==> src/rtl/uart_rx_fifo.sv <==
// uart_rx_fifo
//   Receive-side byte buffer sitting directly behind the UART receiver.
//   Every in_done strobe captures in_byte. The consumer sees bytes on a
//   first-word-fall-through valid/ready interface. When the buffer is full
//   and no pop happens in the same cycle, the incoming byte is dropped. A
//   sticky flag and a saturating counter record each drop, so the receiver
//   is never stalled and any loss stays visible.
//
// Ports
//   clk          in   1         system clock, posedge
//   rst          in   1         asynchronous reset, active-high
//   in_byte      in   8         received byte, qualified by in_done
//   in_done      in   1         byte-complete strobe, one push per high cycle
//   out_data     out  8         head byte, don't-care while !out_valid
//   out_valid    out  1         FIFO non-empty
//   out_ready    in   1         consumer takes the head when out_valid
//   count        out  ADDR_W+1  occupancy, 0..DEPTH
//   full         out  1         count == DEPTH
//   overflow     out  1         sticky, set by any dropped byte
//   drop_cnt     out  DROP_W    dropped bytes since last clear, saturating
//   clr_overflow in   1         clears overflow and drop_cnt
module uart_rx_fifo #(
    parameter int DEPTH  = 16,
    parameter int DROP_W = 8,
    localparam int ADDR_W = $clog2(DEPTH)
) (
    input  logic              clk,
    input  logic              rst,
    input  logic [7:0]        in_byte,
    input  logic              in_done,
    output logic [7:0]        out_data,
    output logic              out_valid,
    input  logic              out_ready,
    output logic [ADDR_W:0]   count,
    output logic              full,
    output logic              overflow,
    output logic [DROP_W-1:0] drop_cnt,
    input  logic              clr_overflow
);

    localparam logic [ADDR_W-1:0] PTR_ONE  = ADDR_W'(1);
    localparam logic [ADDR_W:0]   CNT_ONE  = (ADDR_W+1)'(1);
    localparam logic [ADDR_W:0]   CNT_FULL = (ADDR_W+1)'(DEPTH);
    localparam logic [DROP_W-1:0] DROP_ONE = DROP_W'(1);
    localparam logic [DROP_W-1:0] DROP_MAX = {DROP_W{1'b1}};

    logic [7:0]        mem [DEPTH];
    logic [ADDR_W-1:0] wr_ptr;
    logic [ADDR_W-1:0] rd_ptr;
    logic              pop;
    logic              push;
    logic              drop;

    // Status comes only from the registered count, so in_done never
    // reaches an output combinationally.
    assign full      = (count == CNT_FULL);
    assign out_valid = (count != '0);
    assign out_data  = mem[rd_ptr];

    assign pop  = out_valid & out_ready;
    // A full FIFO can still take a byte in the same cycle its head leaves.
    assign push = in_done & (~full | pop);
    assign drop = in_done & full & ~pop;

    // Storage is left unreset; out_data is don't-care while empty.
    always_ff @(posedge clk) begin
        if (push) begin
            mem[wr_ptr] <= in_byte;
        end
    end

    always_ff @(posedge clk or posedge rst) begin
        if (rst) begin
            wr_ptr   <= '0;
            rd_ptr   <= '0;
            count    <= '0;
            overflow <= 1'b0;
            drop_cnt <= '0;
        end else begin
            if (push) begin
                wr_ptr <= wr_ptr + PTR_ONE;
            end
            if (pop) begin
                rd_ptr <= rd_ptr + PTR_ONE;
            end

            if (push && !pop) begin
                count <= count + CNT_ONE;
            end else if (pop && !push) begin
                count <= count - CNT_ONE;
            end

            // A drop in the same cycle as a clear still counts, so the
            // clear acts first and the counter restarts at one.
            if (drop) begin
                overflow <= 1'b1;
                if (clr_overflow) begin
                    drop_cnt <= DROP_ONE;
                end else if (drop_cnt != DROP_MAX) begin
                    drop_cnt <= drop_cnt + DROP_ONE;
                end
            end else if (clr_overflow) begin
                overflow <= 1'b0;
                drop_cnt <= '0;
            end
        end
    end

endmodule

==> config.mk <==
export PLATFORM = sky130hd
export DESIGN_NAME = uart_rx_fifo
export DESIGN_NICKNAME = d
export VERILOG_FILES = /design/src/rtl/uart_rx_fifo.sv
export SDC_FILE = /design/constraint.sdc
export NUM_CORES = 1
export LEC_CHECK = 0
export ABC_AREA = 1
export BUFFER_PORTS_ARGS = -buffer_cell sky130_fd_sc_hd__buf_4
export CAP_MARGIN = 10
export CORE_MARGIN = 2
export CORE_UTILIZATION = 45
export DETAILED_ROUTE_END_ITERATION = 7
export GPL_ROUTABILITY_DRIVEN = 0
export PLACE_DENSITY = 0.67
export SYNTH_ARGS = -nofsm -noshare
export SYNTH_HDL_FRONTEND = slang
export SYNTH_SLANG_ARGS = --single-unit
==> constraint.sdc <==
create_clock -name clk -period 2 [get_ports clk]
set_clock_uncertainty 0.2 [all_clocks]
set_input_delay 0.2 -clock clk [delete_from_list [all_inputs] [get_ports clk]]
set_output_delay 0.2 -clock clk [all_outputs]
set_load 0.005 [all_outputs]
* Word level (Yosys, flattened, before mapping)
Memory sizes are Yosys's and may differ from the RTL's.
Cells that the tools add are included.
** Word-level totals
- Register bits :: 22
- Bits in writable memories :: 128
- Input bits :: 13
- Output and inout bits :: 24
- Word-level logic and storage cells :: 39
- Memories :: 1
** Memories
- mem :: words 16, bits a word 8, rd ports 1, clocked after memory_dff 0, wr ports 1, line 47 : logic [7:0] mem [DEPTH];
** Operators by class
- Add/subtract/negate cells :: 5
- Eq/ne operators :: 2
- Muxes and demuxes :: 10
- Bitwise operators :: 7
- Reductions and logical operators :: 9
** Operators with widths (number)
- 8-bit two-way mux :: 4
- 5-bit two-way mux :: 2
- 4-bit by 1-bit adder with 4-bit output (second input constant) :: 2
- 8-bit by 1-bit adder with 8-bit output (second input constant) :: 1
- 8-bit != test (second input constant) :: 1
- 2-bit nonzero test :: 3
- 5-bit by 1-bit adder with 5-bit output (second input constant) :: 1
- 5-bit == test (second input constant) :: 1
- 5-bit nonzero test :: 1
- 5-bit by 1-bit subtractor with 5-bit output (second input constant) :: 1
- 1-bit bitwise AND :: 4
- 1-bit two-way mux :: 4
- 1-bit logical AND :: 2
- 1-bit zero test :: 2
- 1-bit inverter :: 2
- 2-bit AND reduction :: 1
- 1-bit OR :: 1

* Longest topological paths before layout
- Word-level depth :: 8
- Gate-level depth with buffers :: 14
- Depth with buffers taken out :: 14

* Worst setup path before layout
No wires, ideal clock.
- Path kind :: flip-flop to flip-flop
- Start point :: reg count[1]
- End point :: reg count[4]
- Setup time :: 0.117 ns
- Data arrival time :: 1.974 ns
- Data required time :: 1.683 ns
- Slack :: -0.290 ns
- Cell stages (with the launch flop) :: 14
- Path buffers :: 0
- Period minus slack after synthesis :: 2.290 ns
- Cells stage by stage :: dfrtp_1 > nor2_1 > nand3b_1 > nand2_1 > ha_1 > inv_1 > fa_1 > nand2_1 > nand2_1 > nand2_1 > a21o_1 > nand2_1 > nand2_1 > nand2_1
** On the way
- Longest elaborated chain between the ends :: 7
- Elaborated cells on any way between the ends :: 15
- Those cells by class :: add/sub: 2; eq/ne: 1; mux: 2; bitwise: 4; reduce/logical: 6
** RTL lines
- start, declared :: line 34 : output logic [ADDR_W:0] count,
- start signal, assigned :: line 88 : count <= count + CNT_ONE;
- start signal, assigned :: line 90 : count <= count - CNT_ONE;
- 5-bit nonzero test (*) :: line 57 : assign out_valid = (count != '0);
- net out_valid :: line 32 : output logic out_valid,
- 1-bit bitwise AND (*) :: line 60 : assign pop = out_valid & out_ready;
- 1-bit OR :: line 62 : assign push = in_done & (~full | pop);
- 1-bit bitwise AND :: line 62
- 1-bit zero test :: line 89 : end else if (pop && !push) begin
- 1-bit logical AND :: line 89
- 2-bit nonzero test (no source line)
The timed path passes the listed nets; every way through them passes the cells marked *. The select of a mux whose other input is x is not followed.
A chain may end at the register's enable or synchronous reset.

* Worst setup path in the final report
- Start point :: reg rd_ptr[0]
- End point :: out out_data[1]
** On the way
- Longest elaborated chain between the ends :: 1
** RTL lines
- start, declared :: line 49 : logic [ADDR_W-1:0] rd_ptr;
- start signal, assigned :: line 84 : rd_ptr <= rd_ptr + PTR_ONE;
- memory read 16 x 8 bit
- end, declared :: line 31 : output logic [7:0] out_data,
No other way between the ends.

==> metrics.csv <==
stage;metric;value;unit
yosys;post-synth net total;615;
cts;TritonCTS clock tree;yes;
route;DRC Markers;0;
yosys;area fraction in compound gates after synthesis;0.0912;
timing;Final Slew Violations;0;
critical_path;critical path arrival;1.94;ns
yosys;share of Yosys cell area claimed by the top area cell type;0.580;
yosys;Post-Synth Adder-Cell Area;0.0219;
place;worst slack at placement;-0.192;ns
yosys;largest family of logic cells by synthesized area;simple AND/OR/NAND/NOR gates;
place;estimated wirelength of the detail-placed design;9.23;mm
worst_hold_path;type of the tightest min-delay check;in2reg;
route;Vias/cell;5.36;
yosys;post-synthesis simple-gate area fraction;0.142;
yosys;post-synthesis async set-or-reset flop share;0.147;
grt;antenna violations before repair;0;
grt;first-pass GRT wire length;24.7;mm
run_status;result of the run;complete, but fails checks;
power;IR Drop Worst-Case VDD;0.000724;V
power;Net Sw Frac;0.356;
cts;clock transition time at the flip-flop clock pins of the worst setup and hold paths;0.06;ns
floorplan;row cnt;44;
critical_path;CP endpoint kind;output pin;
cts;clock latency of the later-clocked register in the worst-skew pair;0.41;ns
place;count of port buffers added during placement;36;
yosys;most instantiated cells after synthesis;sky130_fd_sc_hd__edfxtp_1, sky130_fd_sc_hd__nand2_1, sky130_fd_sc_hd__inv_1;
timing;RSZ-0062 raised after global routing;yes;
finish;count of inserted antenna diode cells;0;
yosys;part of the Yosys area used for sequential elements;0.663;
timing;Max Freq;0.428;GHz
timing;slew margin rel.;0.613;
yosys;number of enable-type register cells in the synthesized netlist;128;
grt;global route overflow;0;
cts;clock buffers created by TritonCTS;17;
power;share of total power in combinational logic;0.429;
power;net switching power figure;4270;uW
critical_path;Worst Setup Path Type;reg2out;
critical_path;required time reported for the critical path endpoint;1.60;ns
floorplan;vertical die dimension;125;um
yosys;total of flip-flops plus latches after synthesis;150;
timing;share of the clock period used by the worst path after layout;1.17;
route;count of antenna-violating nets left after detailed routing;0;
floorplan;area of the core region;14500;sq um
timing;number of setup violations in the final report;9;
finish;final standard cell count with taps included and fillers excluded;870;
finish;layout cells sized above 1;0.259;
floorplan;number of top-level pins;37;
route;drt wl/cell;18.0;um
route;routed wire length;15.7;mm
yosys;top flip-flop cell by instance count after synthesis;sky130_fd_sc_hd__edfxtp_1;
route;number of iterations in the first detailed-routing pass;5;
yosys;Gate Count Post-Synth;591;
yosys;netlist area before placement;6630;sq um
timing;Final Critical Period;2.34;ns
floorplan;chip width;125;um
cts;root buffer selected by CTS;sky130_fd_sc_hd__clkbuf_16;
yosys;syn_area_per_cell;11.2;sq um
yosys;warning count from the yosys run;0;
yosys;post-synthesis xor/xnor area fraction;0.0106;
critical_path;maximum fanout along the worst path;6;
finish;synthesis-to-layout area growth;29.0;%
route;via count;4666;
grt;pin count of the biggest net entering global routing;39;
route;Iteration-0 DRC Markers;413;
run_status;failing checks;negative setup slack;
floorplan;Starting Density;0.458;
timing;number of hold violations in the final report;0;
yosys;mux contribution to synthesized area;0;
timing;Final TNS setup;-2.35;ns
grt;Total Routing Usage GR;0.207;
run;max-cap violations;0;
cts;number of clock sinks seen by CTS;150;
floorplan;floorplan die area;15700;sq um
finish;net total in the final layout;702;
power;proportion of power drawn by flip-flops and latches;0.337;
timing;setup slack after layout;-0.336;ns
grt;via count of the first global-routing pass;4659;
yosys;most area-consuming cells after synthesis;sky130_fd_sc_hd__edfxtp_1, sky130_fd_sc_hd__dfrtp_1, sky130_fd_sc_hd__nand2_1;
power;power density over cell area;1400;nW/um^2
power;clock group share of total power;0.233;
power;standby leakage power;0.00339;uW
cts;H-tree depth;4;
critical_path;startpoint types;flip-flop;
yosys;Synth cell types;29;
finish;layout filler cell count;1143;
power;internal power of the cells;7740;uW
cts;CTS max path bufs;2;
yosys;biggest area consumer among synthesized cells;sky130_fd_sc_hd__edfxtp_1;
timing;transition at the pin with the smallest max-transition slack;0.580;ns
yosys;library cell with the highest instance count after synthesis;sky130_fd_sc_hd__edfxtp_1;
place;total instance count after detailed placement;810;
==> routing by layer <==
metal / part of all wire / vias up / track usage / wire length [um]
met4: 0.028 / 0 / 0.0935 / 445
met2: 0.48 / 158 / 0.323 / 7470
met1: 0.45 / 2252 / 0.281 / 7010
li1: - / 2224 / - / -
met5: 0 / - / 0 / 0
met3: 0.049 / 32 / 0.0432 / 768
==> layout make-up <==
type | instances | area, sq um | share of cell area
sequential | 150 | 4400 | 0.515
clock buffer | 20 | 437 | 0.0511
multi-input combinational | 327 | 2110 | 0.247
clock inverter | 7 | 61.3 | 0.00717
tap | 184 | 230 | 0.0269
timing repair buffer | 94 | 971 | 0.114
inverter | 88 | 342 | 0.0399
==> flip-flops by register name (all words and copies together), names as in the netlist <==
| signal | cells |
|---|---|
| mem | 128 |
| drop_cnt | 8 |
| count | 5 |
| rd_ptr | 4 |
| wr_ptr | 4 |
| overflow | 1 |
==> kinds of logic (layout without fill, tap and decap cells) <==
group | count (synthesis) | in the layout
AND/OR/NAND/NOR | 211 | 211
flip-flops | 150 | 150
adder cells (fa/ha/maj) | 11 | 11
buffers and inverters | 114 | 209
XOR/XNOR | 8 | 8
AO/OA/AOI/OAI | 97 | 97
==> what timing repair did <==
item	4_1_cts	5_1_grt
setup buffers	13	6
gates resized for setup	81	33
pin swaps	53	17
cloned	6	0
hold buffers	12	0
hold endpoints to repair	155	0
endpoints found under the setup margin	140	110
==> critical path, stage by stage, from the launching register on <==
cell and delay, ns:
sky130_fd_sc_hd__dfrtp_4 0.51, sky130_fd_sc_hd__buf_6 0.15, sky130_fd_sc_hd__buf_4 0.15, sky130_fd_sc_hd__o211ai_1 0.22, sky130_fd_sc_hd__nand3_1 0.15, sky130_fd_sc_hd__nand3_1 0.13, sky130_fd_sc_hd__nand2_1 0.08, sky130_fd_sc_hd__buf_4 0.13
==> worst paths after layout <==
| kind | startpoint | end | slack (ns) | depth (start not counted) |
|---|---|---|---|---|
| min in group asynchronous | rst | count[3] | 0.19 | 4 |
| max in group asynchronous | rst | count[0] | 1.16 | 4 |
| setup reg to reg | count[2] | count[4] | -0.08 | 14 |
| hold reg to reg | overflow | overflow | 0.29 | 2 |
| hold / removal | in_done | drop_cnt[7] | 0.03 | 5 |
| setup / recovery | rd_ptr[0] | out_data[1] | -0.34 | 7 |
==> power groups by stage <==
stage | registers, uW | logic (uW) | clock network, uW
after floorplan | 4010 | 2370 | 0
after global placement | 4090 | 3550 | 0
after detailed placement | 4100 | 3650 | 0
after CTS | 4030 | 4750 | 2840
after global routing | 4080 | 5560 | 2960
final | 4050 | 5150 | 2800
==> placed cells by master, fill, tap and decap left out, drive strengths merged, types with 2 or more instances in the layout <==
| cell | n |
|---|---|
| xor2 | 5 |
| nor2 | 31 |
| inv | 86 |
| a21oi | 25 |
| xnor2 | 3 |
| o211ai | 45 |
| clkbuf | 20 |
| nand3 | 70 |
| edfxtp | 128 |
| nand2 | 103 |
| dfrtp | 22 |
| nand3b | 2 |
| clkinvlp | 2 |
| buf | 82 |
| nand4 | 4 |
| clkinv | 6 |
| ha | 10 |
| o21ai | 24 |
| dlygate4sd3 | 12 |
==> stage by stage <==
| stage | instance area (sq um) | hold slack [ns] | utilization | total power, uW |
|---|---|---|---|---|
| 3_3_place_gp | 7240 | 0.0742 | 0.500 | 7630 |
| 2_1_floorplan | 6650 | -0.0109 | - | 6380 |
| 3_5_place_dp | 7240 | 0.0776 | 0.500 | 7750 |
| 6_report | 8550 | 0.0252 | 0.591 | 12000 |
| 4_1_cts | 8380 | 0.00923 | 0.579 | 11600 |
| 5_1_grt | 8550 | 0.0405 | 0.591 | 12600 |
No activity file was read; power rests on OpenSTA's default activity.
